$ cat src/rtl/cache_pkg.sv
// Shared types and constants for the L1 / data-memory interconnect.
package cache_pkg;

  typedef enum logic [1:0] {
    IDLE   = 2'd0,
    ACCESS = 2'd1,
    RESP   = 2'd2
  } arb_state_t;

  // RISC-V major opcodes of the instructions that reach the data memory.
  localparam logic [6:0] OPC_LOAD  = 7'b0000011;
  localparam logic [6:0] OPC_STORE = 7'b0100011;

  localparam int DEF_ADDR_W = 10;
  localparam int DEF_DATA_W = 32;

endpackage

$ cat src/rtl/rr_arbiter.sv
// Combinational round-robin pick: first eligible requester at or after ptr_i,
// wrapping modulo N_REQ. Returns a one-hot grant and the winning index.
module rr_arbiter
  import cache_pkg::*;
#(
  parameter int N_REQ = 2
) (
  input  logic [N_REQ-1:0]         req_i,
  input  logic [N_REQ-1:0]         mask_i,
  input  logic [$clog2(N_REQ)-1:0] ptr_i,
  output logic [N_REQ-1:0]         gnt_oh_o,
  output logic [$clog2(N_REQ)-1:0] gnt_idx_o,
  output logic                     gnt_any_o
);

  localparam int IDX_W = $clog2(N_REQ);

  logic [N_REQ-1:0] eligible;
  logic [IDX_W-1:0] k;

  assign eligible = req_i & ~mask_i;

  // Walk the ring starting at the pointer; the first hit wins.
  always_comb begin
    gnt_oh_o  = '0;
    gnt_idx_o = '0;
    gnt_any_o = 1'b0;
    k         = ptr_i;
    for (int i = 0; i < N_REQ; i++) begin
      if (!gnt_any_o && eligible[k]) begin
        gnt_any_o   = 1'b1;
        gnt_oh_o[k] = 1'b1;
        gnt_idx_o   = k;
      end
      k = (k == IDX_W'(N_REQ - 1)) ? '0 : k + 1'b1;
    end
  end

endmodule

$ cat src/rtl/dmem_arbiter.sv
// Data-memory port arbiter shared by N_REQ L1 controllers.
// IDLE -> ACCESS (MEM_LAT cycles of mem_en_o) -> RESP (one-cycle ack).
// All outputs are registered. Optional write-snoop pulse in RESP is built
// only when DMEM_ARB_SNOOP_INV_EN is defined; otherwise snoop_* are tied 0.
module dmem_arbiter
  import cache_pkg::*;
#(
  parameter int N_REQ   = 2,
  parameter int ADDR_W  = DEF_ADDR_W,
  parameter int DATA_W  = DEF_DATA_W,
  parameter int MEM_LAT = 2
) (
  input  logic                          clk,
  input  logic                          reset,
  input  logic [N_REQ-1:0]              req_i,
  input  logic [N_REQ-1:0]              we_i,
  input  logic [N_REQ-1:0][ADDR_W-1:0]  addr_i,
  input  logic [N_REQ-1:0][DATA_W-1:0]  wdata_i,
  output logic [N_REQ-1:0]              gnt_o,
  output logic [N_REQ-1:0]              ack_o,
  output logic [DATA_W-1:0]             rdata_o,
  output logic                          mem_en_o,
  output logic                          mem_we_o,
  output logic [ADDR_W-1:0]             mem_addr_o,
  output logic [DATA_W-1:0]             mem_wdata_o,
  input  logic [DATA_W-1:0]             mem_rdata_i,
  output logic                          busy_o,
  output logic                          snoop_valid_o,
  output logic [ADDR_W-1:0]             snoop_addr_o,
  output logic [$clog2(N_REQ)-1:0]      snoop_src_o
);

  localparam int IDX_W = $clog2(N_REQ);
  localparam int CNT_W = $clog2(MEM_LAT + 1);

  arb_state_t         state_q, state_d;
  logic [IDX_W-1:0]   ptr_q, ptr_d;
  logic [IDX_W-1:0]   sel_q, sel_d;
  logic [CNT_W-1:0]   cnt_q, cnt_d;
  logic               mask_q, mask_d;
  logic               mem_en_q, mem_en_d;
  logic               we_q, we_d;
  logic [ADDR_W-1:0]  addr_q, addr_d;
  logic [DATA_W-1:0]  wdata_q, wdata_d;
  logic [N_REQ-1:0]   gnt_q, gnt_d;
  logic [N_REQ-1:0]   ack_q, ack_d;
  logic [DATA_W-1:0]  rdata_q, rdata_d;
  logic               busy_q, busy_d;

  logic [N_REQ-1:0]   sel_oh;
  logic [N_REQ-1:0]   mask_vec;
  logic [N_REQ-1:0]   arb_oh;
  logic [IDX_W-1:0]   arb_idx;
  logic               arb_any;

  // The requester just acked is blinded for one IDLE cycle while it drops req.
  assign sel_oh   = N_REQ'(1) << sel_q;
  assign mask_vec = mask_q ? sel_oh : '0;

  rr_arbiter #(.N_REQ(N_REQ)) u_rr (
    .req_i     (req_i),
    .mask_i    (mask_vec),
    .ptr_i     (ptr_q),
    .gnt_oh_o  (arb_oh),
    .gnt_idx_o (arb_idx),
    .gnt_any_o (arb_any)
  );

  // Next-state and registered-output logic for the access FSM.
  always_comb begin
    state_d  = state_q;
    ptr_d    = ptr_q;
    sel_d    = sel_q;
    cnt_d    = cnt_q;
    mask_d   = 1'b0;
    mem_en_d = mem_en_q;
    we_d     = we_q;
    addr_d   = addr_q;
    wdata_d  = wdata_q;
    gnt_d    = '0;
    ack_d    = '0;
    rdata_d  = rdata_q;
    case (state_q)
      IDLE: begin
        if (arb_any) begin
          sel_d    = arb_idx;
          we_d     = we_i[arb_idx];
          addr_d   = addr_i[arb_idx];
          wdata_d  = wdata_i[arb_idx];
          gnt_d    = arb_oh;
          mem_en_d = 1'b1;
          cnt_d    = CNT_W'(MEM_LAT - 1);
          state_d  = ACCESS;
        end
      end
      ACCESS: begin
        if (cnt_q == '0) begin
          if (!we_q) rdata_d = mem_rdata_i;
          // Memory outputs are cleared so the bus is quiet outside ACCESS.
          mem_en_d = 1'b0;
          we_d     = 1'b0;
          addr_d   = '0;
          wdata_d  = '0;
          ack_d    = sel_oh;
          state_d  = RESP;
        end else begin
          cnt_d = cnt_q - 1'b1;
        end
      end
      RESP: begin
        ptr_d   = (sel_q == IDX_W'(N_REQ - 1)) ? '0 : sel_q + 1'b1;
        mask_d  = 1'b1;
        state_d = IDLE;
      end
      default: state_d = IDLE;
    endcase
    busy_d = (state_d != IDLE);
  end

  // State and output registers with synchronous reset.
  always_ff @(posedge clk) begin
    if (reset) begin
      state_q  <= IDLE;
      ptr_q    <= '0;
      sel_q    <= '0;
      cnt_q    <= '0;
      mask_q   <= 1'b0;
      mem_en_q <= 1'b0;
      we_q     <= 1'b0;
      addr_q   <= '0;
      wdata_q  <= '0;
      gnt_q    <= '0;
      ack_q    <= '0;
      rdata_q  <= '0;
      busy_q   <= 1'b0;
    end else begin
      state_q  <= state_d;
      ptr_q    <= ptr_d;
      sel_q    <= sel_d;
      cnt_q    <= cnt_d;
      mask_q   <= mask_d;
      mem_en_q <= mem_en_d;
      we_q     <= we_d;
      addr_q   <= addr_d;
      wdata_q  <= wdata_d;
      gnt_q    <= gnt_d;
      ack_q    <= ack_d;
      rdata_q  <= rdata_d;
      busy_q   <= busy_d;
    end
  end

  assign gnt_o       = gnt_q;
  assign ack_o       = ack_q;
  assign rdata_o     = rdata_q;
  assign mem_en_o    = mem_en_q;
  assign mem_we_o    = we_q;
  assign mem_addr_o  = addr_q;
  assign mem_wdata_o = wdata_q;
  assign busy_o      = busy_q;

`ifdef DMEM_ARB_SNOOP_INV_EN
  logic               snp_vld_q, snp_vld_d;
  logic [ADDR_W-1:0]  snp_addr_q, snp_addr_d;
  logic [IDX_W-1:0]   snp_src_q, snp_src_d;

  // Write completion broadcasts the line address so peer L1s can invalidate.
  always_comb begin
    snp_vld_d  = 1'b0;
    snp_addr_d = '0;
    snp_src_d  = '0;
    if (state_q == ACCESS && cnt_q == '0 && we_q) begin
      snp_vld_d  = 1'b1;
      snp_addr_d = addr_q;
      snp_src_d  = sel_q;
    end
  end

  // Snoop pulse registers.
  always_ff @(posedge clk) begin
    if (reset) begin
      snp_vld_q  <= 1'b0;
      snp_addr_q <= '0;
      snp_src_q  <= '0;
    end else begin
      snp_vld_q  <= snp_vld_d;
      snp_addr_q <= snp_addr_d;
      snp_src_q  <= snp_src_d;
    end
  end

  assign snoop_valid_o = snp_vld_q;
  assign snoop_addr_o  = snp_addr_q;
  assign snoop_src_o   = snp_src_q;
`else
  assign snoop_valid_o = 1'b0;
  assign snoop_addr_o  = '0;
  assign snoop_src_o   = '0;
`endif

endmodule

$ cat config.mk
export PLATFORM = sky130hd
export DESIGN_NAME = dmem_arbiter
export DESIGN_NICKNAME = d
export VERILOG_FILES = /design/src/rtl/cache_pkg.sv /design/src/rtl/rr_arbiter.sv /design/src/rtl/dmem_arbiter.sv
export SDC_FILE = /design/constraint.sdc
export NUM_CORES = 1
export LEC_CHECK = 0
export BUFFER_PORTS_ARGS = -buffer_cell sky130_fd_sc_hd__buf_2
export CAP_MARGIN = 20
export CORE_MARGIN = 4
export CORE_UTILIZATION = 25
export DETAILED_ROUTE_END_ITERATION = 10
export PLACE_DENSITY = 0.55
export SLEW_MARGIN = 25
export SYNTH_ARGS = -nofsm -noshare
export SYNTH_HDL_FRONTEND = slang
export SYNTH_SLANG_ARGS = --single-unit
$ cat constraint.sdc
create_clock -name clk -period 1.8 [get_ports clk]
set_input_delay 0.18 -clock clk [delete_from_list [all_inputs] [get_ports clk]]
set_output_delay 0.18 -clock clk [all_outputs]
set_load 0.01 [all_outputs]
# == Word level (Yosys, flattened, before mapping) ==
# Index checks and enable logic that the tools add are counted.
# word_totals
out_inout_bits,93
register_bits,88
# op_classes
mux,41
shifts,1
n_bitwise,8
n_eq_ne,5
order_cmp,5
n_addsub,3
n_reduce_logical,14
# ops
op,n
$mux 32,4
$pmux 32 s2,1
$mux 10,4
$pmux 10 s2,1
$mux 1,18
$mux 2,7
$reduce_and 3->1,3
$pmux 2 s2,2
$lt 1x2->1 const B,3
$ne 2x2->1 const B,3
$reduce_or 3->1,2
$not 1->1,5
$logic_not 2->1,2
$pmux 1 s2,2
$reduce_bool 2->1,2
$logic_and 1x1->1,3
$add 1x1->1 const B,2
$and 2x2->2,1
$demux 1 s1,2
$eq 2x1->1 const B,1
$eq 2x2->1 const B,1
$ge 1x1->1 const B,2
$not 2->2,1
$or 2x2->2,1
other kinds (4),4

# == Longest topological paths before layout ==
# Gate-level depths: netlist of run 1.
# depth
ltp_word,14
depth_mapped,8
ltp_nobuf,6

# == Hierarchy ==
# Synthesis of run 1 repeated with hierarchy kept, for this count alone.
# unflattened
cells_unflattened,461
hier_area_um2,4081.4
# modules_own_cells
mod,area_each_um2,n_inst,cells_each,seq_area_each_um2
dmem_arbiter,4037.6,1,454,1761.7
rr_arbiter,43.8,1,7,0.0

# == Worst setup path after synthesis of run 1 ==
# OpenSTA, ideal clock, no wires.
# synth_path
path_kind,reg-to-reg
startpoint,reg cnt_q[0]
endpoint,reg rdata_q[12] (netlist: rdata_o[12])
n_path_buf,2
synth_period_minus_slack_ns,1.536
setup_ns,0.132
slack_ns,0.264
stages_incl_launch_ff,9
arrival_time_ns,1.404
cell_sequence,dfxtp_1 -> inv_1 -> ha_1 -> nand3b_1 -> or2_2 -> clkbuf_1 -> clkbuf_1 -> nand2_1 -> a21oi_1
# synth_between
elab_chain_cells,2
# synth_rtl
element,line_no,rtl
start: declaration,dmem_arbiter.sv:39,"logic [CNT_W-1:0] cnt_q, cnt_d;"
start signal: assignment,dmem_arbiter.sv:140,cnt_q <= cnt_d;
$logic_not 2->1,dmem_arbiter.sv:97,if (cnt_q == '0) begin
$reduce_and 3->1 (no line),--,
end signal: assignment,dmem_arbiter.sv:148,rdata_q <= rdata_d;
end: declaration,dmem_arbiter.sv:47,"logic [DATA_W-1:0] rdata_q, rdata_d;"
# Every way passes these cells.
# A chain may end at the register's enable or synchronous reset.

# == Final worst setup path of run 1 ==
# layout_path
startpoint,reg sel_q
endpoint,reg wdata_q[26] (netlist: mem_wdata_o[26])
# layout_between
elab_chain_cells,14
# layout_rtl
element,line_no,rtl
start: declaration,dmem_arbiter.sv:38,"logic [IDX_W-1:0] sel_q, sel_d;"
start signal: assignment,dmem_arbiter.sv:139,sel_q <= sel_d;
$shl 1x1->2 (*),dmem_arbiter.sv:57,assign sel_oh = N_REQ'(1) << sel_q;
$mux 2 (*),dmem_arbiter.sv:58,assign mask_vec = mask_q ? sel_oh : '0;
$not 2->2 (*),rr_arbiter.sv:21,assign eligible = req_i & ~mask_i;
$and 2x2->2 (*),rr_arbiter.sv:21,
$mux 1 (not written as such) (2 in series),rr_arbiter.sv:30,if (!gnt_any_o && eligible[k]) begin
$mux 1,rr_arbiter.sv:30,
$logic_not 1->1,rr_arbiter.sv:30,
$logic_and 1x1->1,rr_arbiter.sv:30,
$mux 1,rr_arbiter.sv:30,
$mux 32 (not written as such) (2 in series),dmem_arbiter.sv:89,wdata_d = wdata_i[arb_idx];
$mux 32,dmem_arbiter.sv:85,if (arb_any) begin
$pmux 32 s2,dmem_arbiter.sv:83,case (state_q)
end signal: assignment,dmem_arbiter.sv:145,wdata_q <= wdata_d;
end: declaration,dmem_arbiter.sv:44,"logic [DATA_W-1:0] wdata_q, wdata_d;"
# Mark *: on every way between the ends. The rest lies on a longest branch, timed or not. The select of a mux whose other input is x is not followed.

==> results of run 1 <==
cell families after synthesis:
group           after synthesis  share of synthesized area (%)
compound gates               85                           22.9
fa+ha+maj                     1                          0.332
buf+inv                      44                           8.79
flops                        88                           46.7
mux                          44                           11.7
other cells                   1                         0.0994
simple gates                 87                           9.49
report_power, final:
part           switching, W  total [W]  internal (W)
sequential         0.000114    0.00226       0.00214
combinational      0.000577    0.00106      0.000486
clock              0.000712    0.00182       0.00110
total               0.00140    0.00513       0.00373
worst paths after layout:
kind                                         to  slack, ns  depth (start not counted)
worst min-delay path                rdata_o[17]       0.08                          3
worst min register to register      rdata_o[26]       0.45                          2
worst max-delay path            mem_wdata_o[26]       0.18                          5
worst max register to register  mem_wdata_o[26]       0.18                          5
registers in the layout, summed over array words and instances (netlist names):
name         cells
ack_o            2
busy_o           1
cnt_q            2
gnt_o            2
mask_q           1
mem_addr_o      10
mem_en_o         1
mem_wdata_o     32
mem_we_o         1
ptr_q            1
rdata_o         32
sel_q            1
state_q          2
metrics by stage:
| stage | cell area [µm²] | utilization, % | total power (W) | hold WS, ns |
|---|---|---|---|---|
| 3_5_place_dp | 4890 | 33.4 | 0.00339 | 0.427 |
| 3_3_place_gp | 4890 | 33.4 | 0.00337 | 0.420 |
| 5_1_grt | 5180 | 35.4 | 0.00544 | 0.0679 |
| 4_1_cts | 5180 | 35.4 | 0.00525 | 0.0581 |
| 6_report | 5180 | 35.4 | 0.00513 | 0.0806 |
| 2_1_floorplan | 3810 | - | 0.00299 | 0.316 |
worst min-delay path: cells and delay by family:
kind | cells | cell delay, ns
buf+inv | 1 | 0.10
simple gates | 1 | 0.04
compound gates | 1 | 0.05
cell type report:
type	instances	share of cell area (%)
flip-flops and latches	88	34.0
multi-input cells	229	33.4
repair buffers	213	22.3
clock buffers	12	4.76
well taps	184	4.44
clock inverters	3	0.821
inverters	4	0.290
Yosys cell counts:
master	instances
a21oi_1	35
and3_1	1
nor3_1	2
nand2_1	66
nor2_1	9
or2_2	1
nand2b_1	3
mux2i_1	44
o31a_1	1
buf_6	6
buf_2	6
inv_1	4
clkbuf_1	11
ha_1	1
a31oi_1	2
and2_2	1
o21ai_0	1
o221ai_2	1
dfxtp_1	88
nand3_1	1
a21boi_2	1
buf_12	4
o2bb2ai_2	40
o2bb2ai_1	3
nand3b_1	1
conb_1	1
or3b_2	1
buf_4	13
nor2b_1	1
o211a_1	1
per-layer routing:
| layer | up-vias | wire length, µm |
|---|---|---|
| li1 | 1591 | - |
| met1 | 1432 | 3720 |
| met2 | 132 | 4940 |
| met3 | 9 | 1050 |
| met4 | 2 | 72 |
| met5 | - | 20 |
==> out/results.ini, run 1 <==
[hold_path]
hp-start=mem_rdata_i[17]
hold_class=primary input to flip-flop

[drt]
ant_nets=0
drt_iter0_markers=85
drcViolationCount=0
dr.pass1.iters=4
drt_wl_total_um=9800
post_drt_wl_per_cell_um=13.4
via_count=3166
drt-vias-per-instance=4.32

[critical_path]
worstSetupPathType=flip-flop to flip-flop
crit_required_ns=2.02
cp_slowest_cell=o31a_2
cp-end-kind=flip-flop
cp.arrival_ns=1.84
crit_chain=a21boi_2 -> o31a_2 -> buf_4 -> mux2i_1 -> o2bb2ai_2
r2r_start=sel_q
crit_start=sel_q
critPathBufInv=1
critPathMaxFanout=9
max_stage_delay_ns=0.41
worstSetupStartpointType=flip-flop
crit_family=compound AO/OA/AOI/OAI gates

[global_routing]
grt_remaining_overflow=0
grt_use_met2_pct=19.8
track_usage_pct=11.0
antenna_found_initial=1
top_usage_layer=met2
grt_max_degree=46
grt_pass1_vias=3165
grt_util_met3_pct=5.41
grt_pass1_wl_um=14800
grt_util_met1_pct=11.4

[flow_run]
drv_cap=0

[cts]
insertion_delay_ns=0.33
cts_max_level=3
cts_made_buffers=9
cts_root_buf=clkbuf_16
clock_sinks=88
cts_resized=0
cts_post_setup_buffers_inserted=0
ctsHoldBuffers=0
cts_buffer_depth=2
cts_tree=yes
clk_pin_slew_worst_paths_ns=0.06

[yosys]
syn_inst=350
synthDominantCellAreaShare_pct=46.7
yosysWarnings=0
synth_top_area_cell=dfxtp_1
seq_area_frac_synth_pct=46.7
synth_area_leaders=dfxtp_1 47%, o2bb2ai_2 16%, mux2i_1 12%
synth.distinct_cells=30
ys_seq_elements=88
avgSynthCellArea_um2=10.8
syn_area_um2=3770

[sta]
slew_headroom_pct=58.2
worst_pin_slew_ns=0.627
finalCriticalPeriod_ns=1.62
timing.final.crit_share_pct=90.0
rsz0062_at_grt=false
final.setup.tns_ns=0
fin_ws_ns=0.181
final_max_slew_viol_count=0
clock_skew_ns=0.00341
hold_viol=0
setup_violations=0
max_freq_mhz=617

[cells_and_area]
layout-drive-gt1-share_pct=50.1
final_cell_mix=202 x buf_2, 88 x dfxtp_1, 66 x nand2_1, 44 x mux2i_1, 40 x o2bb2ai_2
n_antenna_cell=0
layout_commonest_cell=buf_2
nFillCells=1504
multi_input_area_um2=1730
syn_to_final_growth_pct=37.3
fin_nets=668
layout.cells.non_filler=733
seq_area_um2=1760

[floorplanning]
die_area_um2=17100
die_h_um=131
coreArea_um2=14600
die_w_um=131
io_pins=215
initial_core_util_pct=25.8
rows=44

[placement]
routabilityCongestion=0.698
io_buffers=202
hpwlAfterDp_um=7490
pre_cts_ws_ns=0.162
dp.cells=718

[power]
p_per_area_nw_per_um2=991
vdd_drop_max_uv=474
p_leak_nw=2.39

[outcome]
outcome=complete, no violations

No activity file was read; power rests on OpenSTA's default activity.
==> run 2: changes to the inputs <==
==> constraint.sdc (replaced) <==
create_clock -name clk -period 1.8 [get_ports clk]
set_input_delay 0 -clock clk [delete_from_list [all_inputs] [get_ports clk]]
set_output_delay 0 -clock clk [all_outputs]
set_load 0.01 [all_outputs]
==> run 2 against run 1 <==
Effect of this change: worst hold slack worse by 0.035 ns; combinational power grew 23%; final area is 23% higher; worst setup slack better by 0.029 ns; die area is the same; register-to-register slack gained 0.03 ns; global-route usage up 3.1 points; via count rose by 18%; critical path type unchanged; critical endpoint is now mem_wdata_o[9]; highest routed layer is now met4.
==> out/results.ini, run 2 (synthesis results as in run 1) <==
[cells_and_area]
syn_to_final_growth_pct=68.9
seq_area_um2=1760  ; unchanged
nFillCells=1358  ; -9.7%
final_cell_mix=202 x buf_2, 120 x dlygate4sd3_1, 88 x dfxtp_1, 66 x nand2_1, 44 x mux2i_1
n_antenna_cell=0  ; unchanged
fin_nets=786  ; +18%
multi_input_area_um2=1730  ; unchanged
layout-drive-gt1-share_pct=41.3  ; -8.8 points
layout_commonest_cell=buf_2

[cts]
cts_buffer_depth=2  ; unchanged
cts_post_setup_buffers_inserted=0  ; unchanged
clock_sinks=88  ; unchanged
ctsHoldBuffers=120  ; +120
cts_root_buf=clkbuf_16
clk_pin_slew_worst_paths_ns=0.06  ; about the same
cts_max_level=3  ; unchanged
insertion_delay_ns=0.34  ; about the same
cts_made_buffers=9  ; unchanged
cts_resized=0  ; unchanged
cts_tree=yes

[placement]
io_buffers=202  ; unchanged
hpwlAfterDp_um=7290  ; -2.6%
routabilityCongestion=0.713  ; +2.1%
pre_cts_ws_ns=0.202  ; +0.0405 ns

[global_routing]
antenna_found_initial=0  ; -1
grt_remaining_overflow=0  ; unchanged
grt_pass1_wl_um=18800  ; +27%
track_usage_pct=14.1  ; +3.1 points
grt_pass1_vias=3887  ; +23%
grt_max_degree=45  ; -2.2%

[drt]
post_drt_wl_per_cell_um=14.7  ; +9.7%
drt_iter0_markers=89  ; +4.7%
via_count=3747  ; +18%
drt_wl_total_um=12500  ; +28%
ant_nets=0  ; unchanged
drcViolationCount=0  ; unchanged
dr.pass1.iters=6  ; +2
drt-vias-per-instance=4.40  ; +1.8%

[critical_path]
cp-end-kind=flip-flop
max_stage_delay_ns=0.37  ; -0.04 ns
critPathBufInv=1  ; unchanged
crit_required_ns=2.03  ; about the same
crit_chain=a21boi_2 -> o31a_2 -> buf_12 -> mux2i_1 -> o2bb2ai_2
cp.arrival_ns=1.82  ; -0.02 ns
crit_family=compound AO/OA/AOI/OAI gates
cp_slowest_cell=dfxtp_1
reg2reg_depth=5  ; unchanged
r2r_start=sel_q
worstSetupStartpointType=flip-flop
rr_endpoint=mem_wdata_o[9]
timing.reg2reg.setup_slack_ns=0.21  ; +0.03 ns
critPathMaxFanout=44  ; +35
worstSetupPathType=flip-flop to flip-flop

[floorplanning]
coreArea_um2=14600  ; unchanged
rows=44  ; unchanged
die_h_um=131  ; unchanged
initial_core_util_pct=25.8  ; unchanged
io_pins=215  ; unchanged
die_area_um2=17100  ; unchanged
die_w_um=131  ; unchanged

[sta]
worst_pin_slew_ns=0.613  ; -0.0143 ns
timing.final.crit_share_pct=88.4  ; -1.6 points
slew_headroom_pct=59.2  ; +0.95 points
hold_viol=0  ; unchanged
finalCriticalPeriod_ns=1.59  ; -0.0286 ns
final_max_slew_viol_count=0  ; unchanged
rsz0062_at_grt=false
fin_ws_ns=0.209  ; +0.0286 ns
clock_skew_ns=0.00672  ; +0.00332 ns
max_freq_mhz=629  ; +1.8%
setup_violations=0  ; unchanged
final.setup.tns_ns=0  ; unchanged

[power]
p_per_area_nw_per_um2=836  ; -16%
pwr-share-seq_pct=42.5  ; -1.4 points
pwr-share-comb_pct=24.3  ; +3.6 points
switching_power_w=0.00155  ; +10%
p_leak_nw=2.89  ; +21%
vdd_drop_max_uv=446  ; -5.8%
p_sw_share_pct=29.0  ; +1.7 points
p_int_w=0.00378  ; +1.3%
clockPowerShare_pct=33.2  ; -2.2 points

[hold_path]
min_path_cells=4  ; +1
hold_class=primary input to flip-flop
min_to=gnt_o[0]
hp-start=req_i[1]

[flow_run]
drv_cap=0  ; unchanged

[outcome]
outcome=complete, no violations

==> run 2: cell types whose count changed in the layout (fill, tap and decap cells not counted), sizes merged <==
cell         before  now
buf             213  211
bufinv            1    0
clkbuf           12   10
clkinv            1    2
clkinvlp          1    2
dlygate4sd3       0  120
inv               4    6
==> run 2: worst max path at each step <==
| stage | start | endpoint | cells past startpoint |
|---|---|---|---|
| after floorplan | cnt_q[0] | rdata_o[12] | 8 |
| after global placement | cnt_q[0] | rdata_o[13] | 6 |
| after detailed placement | sel_q | mem_wdata_o[9] | 5 |
| after CTS | sel_q | mem_wdata_o[9] | 5 |
| after global routing | cnt_q[0] | rdata_o[7] | 6 |
| final | sel_q | mem_wdata_o[9] | 5 |
==> run 2: layout make-up <==
type | instances | share of cell area [%]
Clock buffer | 10 | 3.75
Clock inverter | 6 | 0.668
Inverter | 4 | 0.236
Multi-Input combinational cell | 229 | 27.1
Sequential cell | 88 | 27.7
Tap cell | 184 | 3.61
Timing Repair Buffer | 331 | 37.0
==> run 2: worst reg2reg max path, cell delays in order (launching register included) <==
cell	delay [ns]
dfxtp_1	0.37
a21boi_2	0.20
o31a_2	0.21
buf_12	0.30
mux2i_1	0.33
o2bb2ai_2	0.07
==> run 2: power groups by stage <==
stage                     registers (W)  logic (W)  clock network [W]
after global routing            0.00229    0.00141            0.00193
after global placement          0.00230    0.00107                  0
after floorplan                 0.00238   0.000614                  0
after detailed placement        0.00230    0.00109                  0
final                           0.00226    0.00130            0.00177
after CTS                       0.00226    0.00129            0.00186
==> run 2: stage by stage <==
stage | utilization (%) | cells | area, µm² | total power, W | hold WS [ns]
after detailed placement | 33.4 | 716 | 4890 | 0.00339 | 0.247
after global placement | 33.4 | 716 | 4890 | 0.00337 | 0.242
after global routing | 43.5 | 852 | 6370 | 0.00563 | 0.0616
final | 43.5 | 852 | 6370 | 0.00533 | 0.0460
after CTS | 43.5 | 852 | 6370 | 0.00541 | 0.0276
after floorplan | - | 361 | 3810 | 0.00299 | 0.136
==> run 2: metal layers <==
layer	GRT usage [%]	vias up	routed length, µm
li1	-	1828	-
met3	5.73	41	1110
met4	6.17	0	404
met1	14.4	1714	4640
met2	25.1	164	6330
met5	0	-	0
==> run 3: changes to the inputs <==
--- a/config.mk
+++ b/config.mk
@@ -8,9 +8,9 @@
 export BUFFER_PORTS_ARGS = -buffer_cell sky130_fd_sc_hd__buf_2
 export CAP_MARGIN = 20
 export CORE_MARGIN = 4
-export CORE_UTILIZATION = 25
+export CORE_UTILIZATION = 44
 export DETAILED_ROUTE_END_ITERATION = 10
-export PLACE_DENSITY = 0.55
+export PLACE_DENSITY = 0.85
 export SLEW_MARGIN = 25
 export SYNTH_ARGS = -nofsm -noshare
 export SYNTH_HDL_FRONTEND = slang
==> constraint.sdc (replaced) <==
create_clock -name clk -period 1.8 [get_ports clk]
set_input_delay 0 -clock clk [delete_from_list [all_inputs] [get_ports clk]]
set_output_delay 0 -clock clk [all_outputs]
set_load 0.05 [all_outputs]
==> run 3 against run 2 <==
Effect of this change: wire length increased by 7.4%; clock skew up 0.0049 ns; non-clock buffer count is 2 higher; sequential power about the same; count of clock-buffer cells in the layout fell by 1; sequential cell count is the same; clock power shrank 13%; largest power group unchanged; power up 6.9%; global-route usage grew 12 points; combinational power up 45%.
==> out/results.ini, run 3 (synthesis results as in run 1) <==
[power]
pwr-share-seq_pct=39.8  ; -2.7 points
p_sw_share_pct=36.9  ; +7.9 points
p_leak_nw=2.87  ; -0.69%
clockPowerShare_pct=27.1  ; -6.1 points
p_int_w=0.00359  ; -4.9%
power.total_w=0.00569  ; +6.9%
p_per_area_nw_per_um2=917  ; +9.7%
pwr-share-comb_pct=33.1  ; +8.8 points
vdd_drop_max_uv=599  ; +34%
switching_power_w=0.00210  ; +36%

[placement]
hpwlAfterDp_um=7450  ; +2.1%
routabilityCongestion=0.783  ; +9.8%
io_buffers=202  ; unchanged

[sta]
worst_pin_slew_ns=0.579  ; -0.0341 ns
clock_skew_ns=0.0117  ; +0.00493 ns
final.setup.tns_ns=0  ; unchanged
slew_headroom_pct=61.4  ; +2.3 points
timing.final.crit_share_pct=89.8  ; +1.4 points
max_freq_mhz=618  ; -1.6%
finalCriticalPeriod_ns=1.62  ; +0.0259 ns
hold_viol=0  ; unchanged
rsz0062_at_grt=false
final_max_slew_viol_count=0  ; unchanged
setup_violations=0  ; unchanged

[cts]
cts_buffer_depth=2  ; unchanged
cts_root_buf=clkbuf_8
clk_pin_slew_worst_paths_ns=0.10  ; +0.04 ns
cts_made_buffers=9  ; unchanged
cts_max_level=3  ; unchanged
clock_sinks=88  ; unchanged
cts_tree=yes
insertion_delay_ns=0.35  ; about the same

[drt]
drt-vias-per-instance=5.05  ; +15%
dr.pass1.iters=4  ; -2
drcViolationCount=0  ; unchanged
drt_wl_total_um=13400  ; +7.4%
drt_iter0_markers=122  ; +37%
post_drt_wl_per_cell_um=17.3  ; +18%
ant_nets=0  ; unchanged
via_count=3917  ; +4.5%

[critical_path]
cp-end-kind=flip-flop
max_stage_delay_ns=0.49  ; +0.12 ns
cp_slowest_cell=or2_2
critPathMaxFanout=32  ; -27%
crit_chain=inv_1 -> ha_1 -> nand3b_1 -> or2_2 -> nand2_1 -> a21oi_1
cp.arrival_ns=1.89  ; +0.07 ns
crit_required_ns=2.08  ; +0.05 ns
worstSetupStartpointType=flip-flop
worstSetupPathType=flip-flop to flip-flop

[floorplanning]
die_h_um=101  ; -23%
die_w_um=101  ; -23%
rows=33  ; -25%
coreArea_um2=8260  ; -44%
io_pins=215  ; unchanged
initial_core_util_pct=45.7  ; +20 points
die_area_um2=10100  ; -41%

[outcome]
outcome=complete, no violations

[global_routing]
track_usage_pct=26.3  ; +12 points
grt_pass1_vias=4305  ; +11%
grt_pass1_wl_um=21200  ; +13%
grt_max_degree=42  ; -6.7%
grt_remaining_overflow=0  ; unchanged
antenna_found_initial=0  ; unchanged

[cells_and_area]
layout_commonest_cell=buf_2
n_antenna_cell=0  ; unchanged
final_cell_mix=202 x buf_2, 121 x dlygate4sd3_1, 88 x dfxtp_1, 66 x nand2_1, 44 x mux2i_1
layout-drive-gt1-share_pct=41.3  ; about the same
syn_to_final_growth_pct=64.5
multi_input_area_um2=1730  ; unchanged
seq_area_um2=1760  ; unchanged
nFillCells=536  ; -61%
fin_nets=788  ; +0.25%

[hold_path]
hold_class=primary input to flip-flop

[flow_run]
drv_cap=0  ; unchanged

## run 3: cell type report
cell class	count	area share [%]
tap	105	2.12
inverter	4	0.242
multi-input combinational	229	27.8
sequential	88	28.4
clock inverter	7	1.61
clock buffer	9	2.00
timing repair buffer	333	37.8
## run 3: critical path: cells and delay by family, from the launching register on
family                     cells  cell delay, ns
and+or+nand+nor                3            0.74
DFF                            1            0.33
AOI/OAI and AO/OA              1            0.21
adders and majority gates      1            0.20
buffers and inverters          1            0.07
## run 3: routing by layer
layer | wire length (µm) | vias up | global-route usage, %
li1 | - | 1829 | -
met1 | 4950 | 1834 | 28.7
met2 | 6830 | 210 | 46.6
met3 | 1140 | 44 | 7.54
met4 | 493 | 0 | 12.3
met5 | 0 | - | 0
## run 3: stage by stage
stage          area (µm²)  std cells  utilization, %  hold slack [ns]  setup slack, ns
3_5_place_dp         4770        638            57.8            0.246            0.240
4_1_cts              6210        775            75.2            0.410            0.220
2_1_floorplan        3810        361               -            0.136            0.244
3_3_place_gp         4770        638            57.8            0.240            0.321
6_report             6210        775            75.2            0.439            0.183
5_1_grt              6210        775            75.2            0.437           0.0541
## run 3: final timing paths
check	startpoint	end	slack (ns)	cells after the start
setup / recovery	cnt_q[0]	rdata_o[10]	0.18	6
hold / removal	mem_rdata_i[8]	rdata_o[8]	0.44	4
setup reg to reg	cnt_q[0]	rdata_o[10]	0.18	6
hold reg to reg	rdata_o[8]	rdata_o[8]	0.46	2
## run 3: timing repair
| action | CTS | global route |
|---|---|---|
| resized for setup | 0 | 0 |
| hold buffers | 121 | 0 |
| hold endpoints to repair | 77 | 0 |
| buffers inserted | 0 | 0 |
## run 3: power by group through the flow
stage               Combinational (W)  Sequential (W)  Clock (W)
floorplan                    0.000659         0.00291          0
global route                  0.00199         0.00229    0.00166
global placement              0.00161         0.00229          0
detailed placement            0.00165         0.00230          0
finish                        0.00189         0.00227    0.00154
CTS                           0.00185         0.00226    0.00158
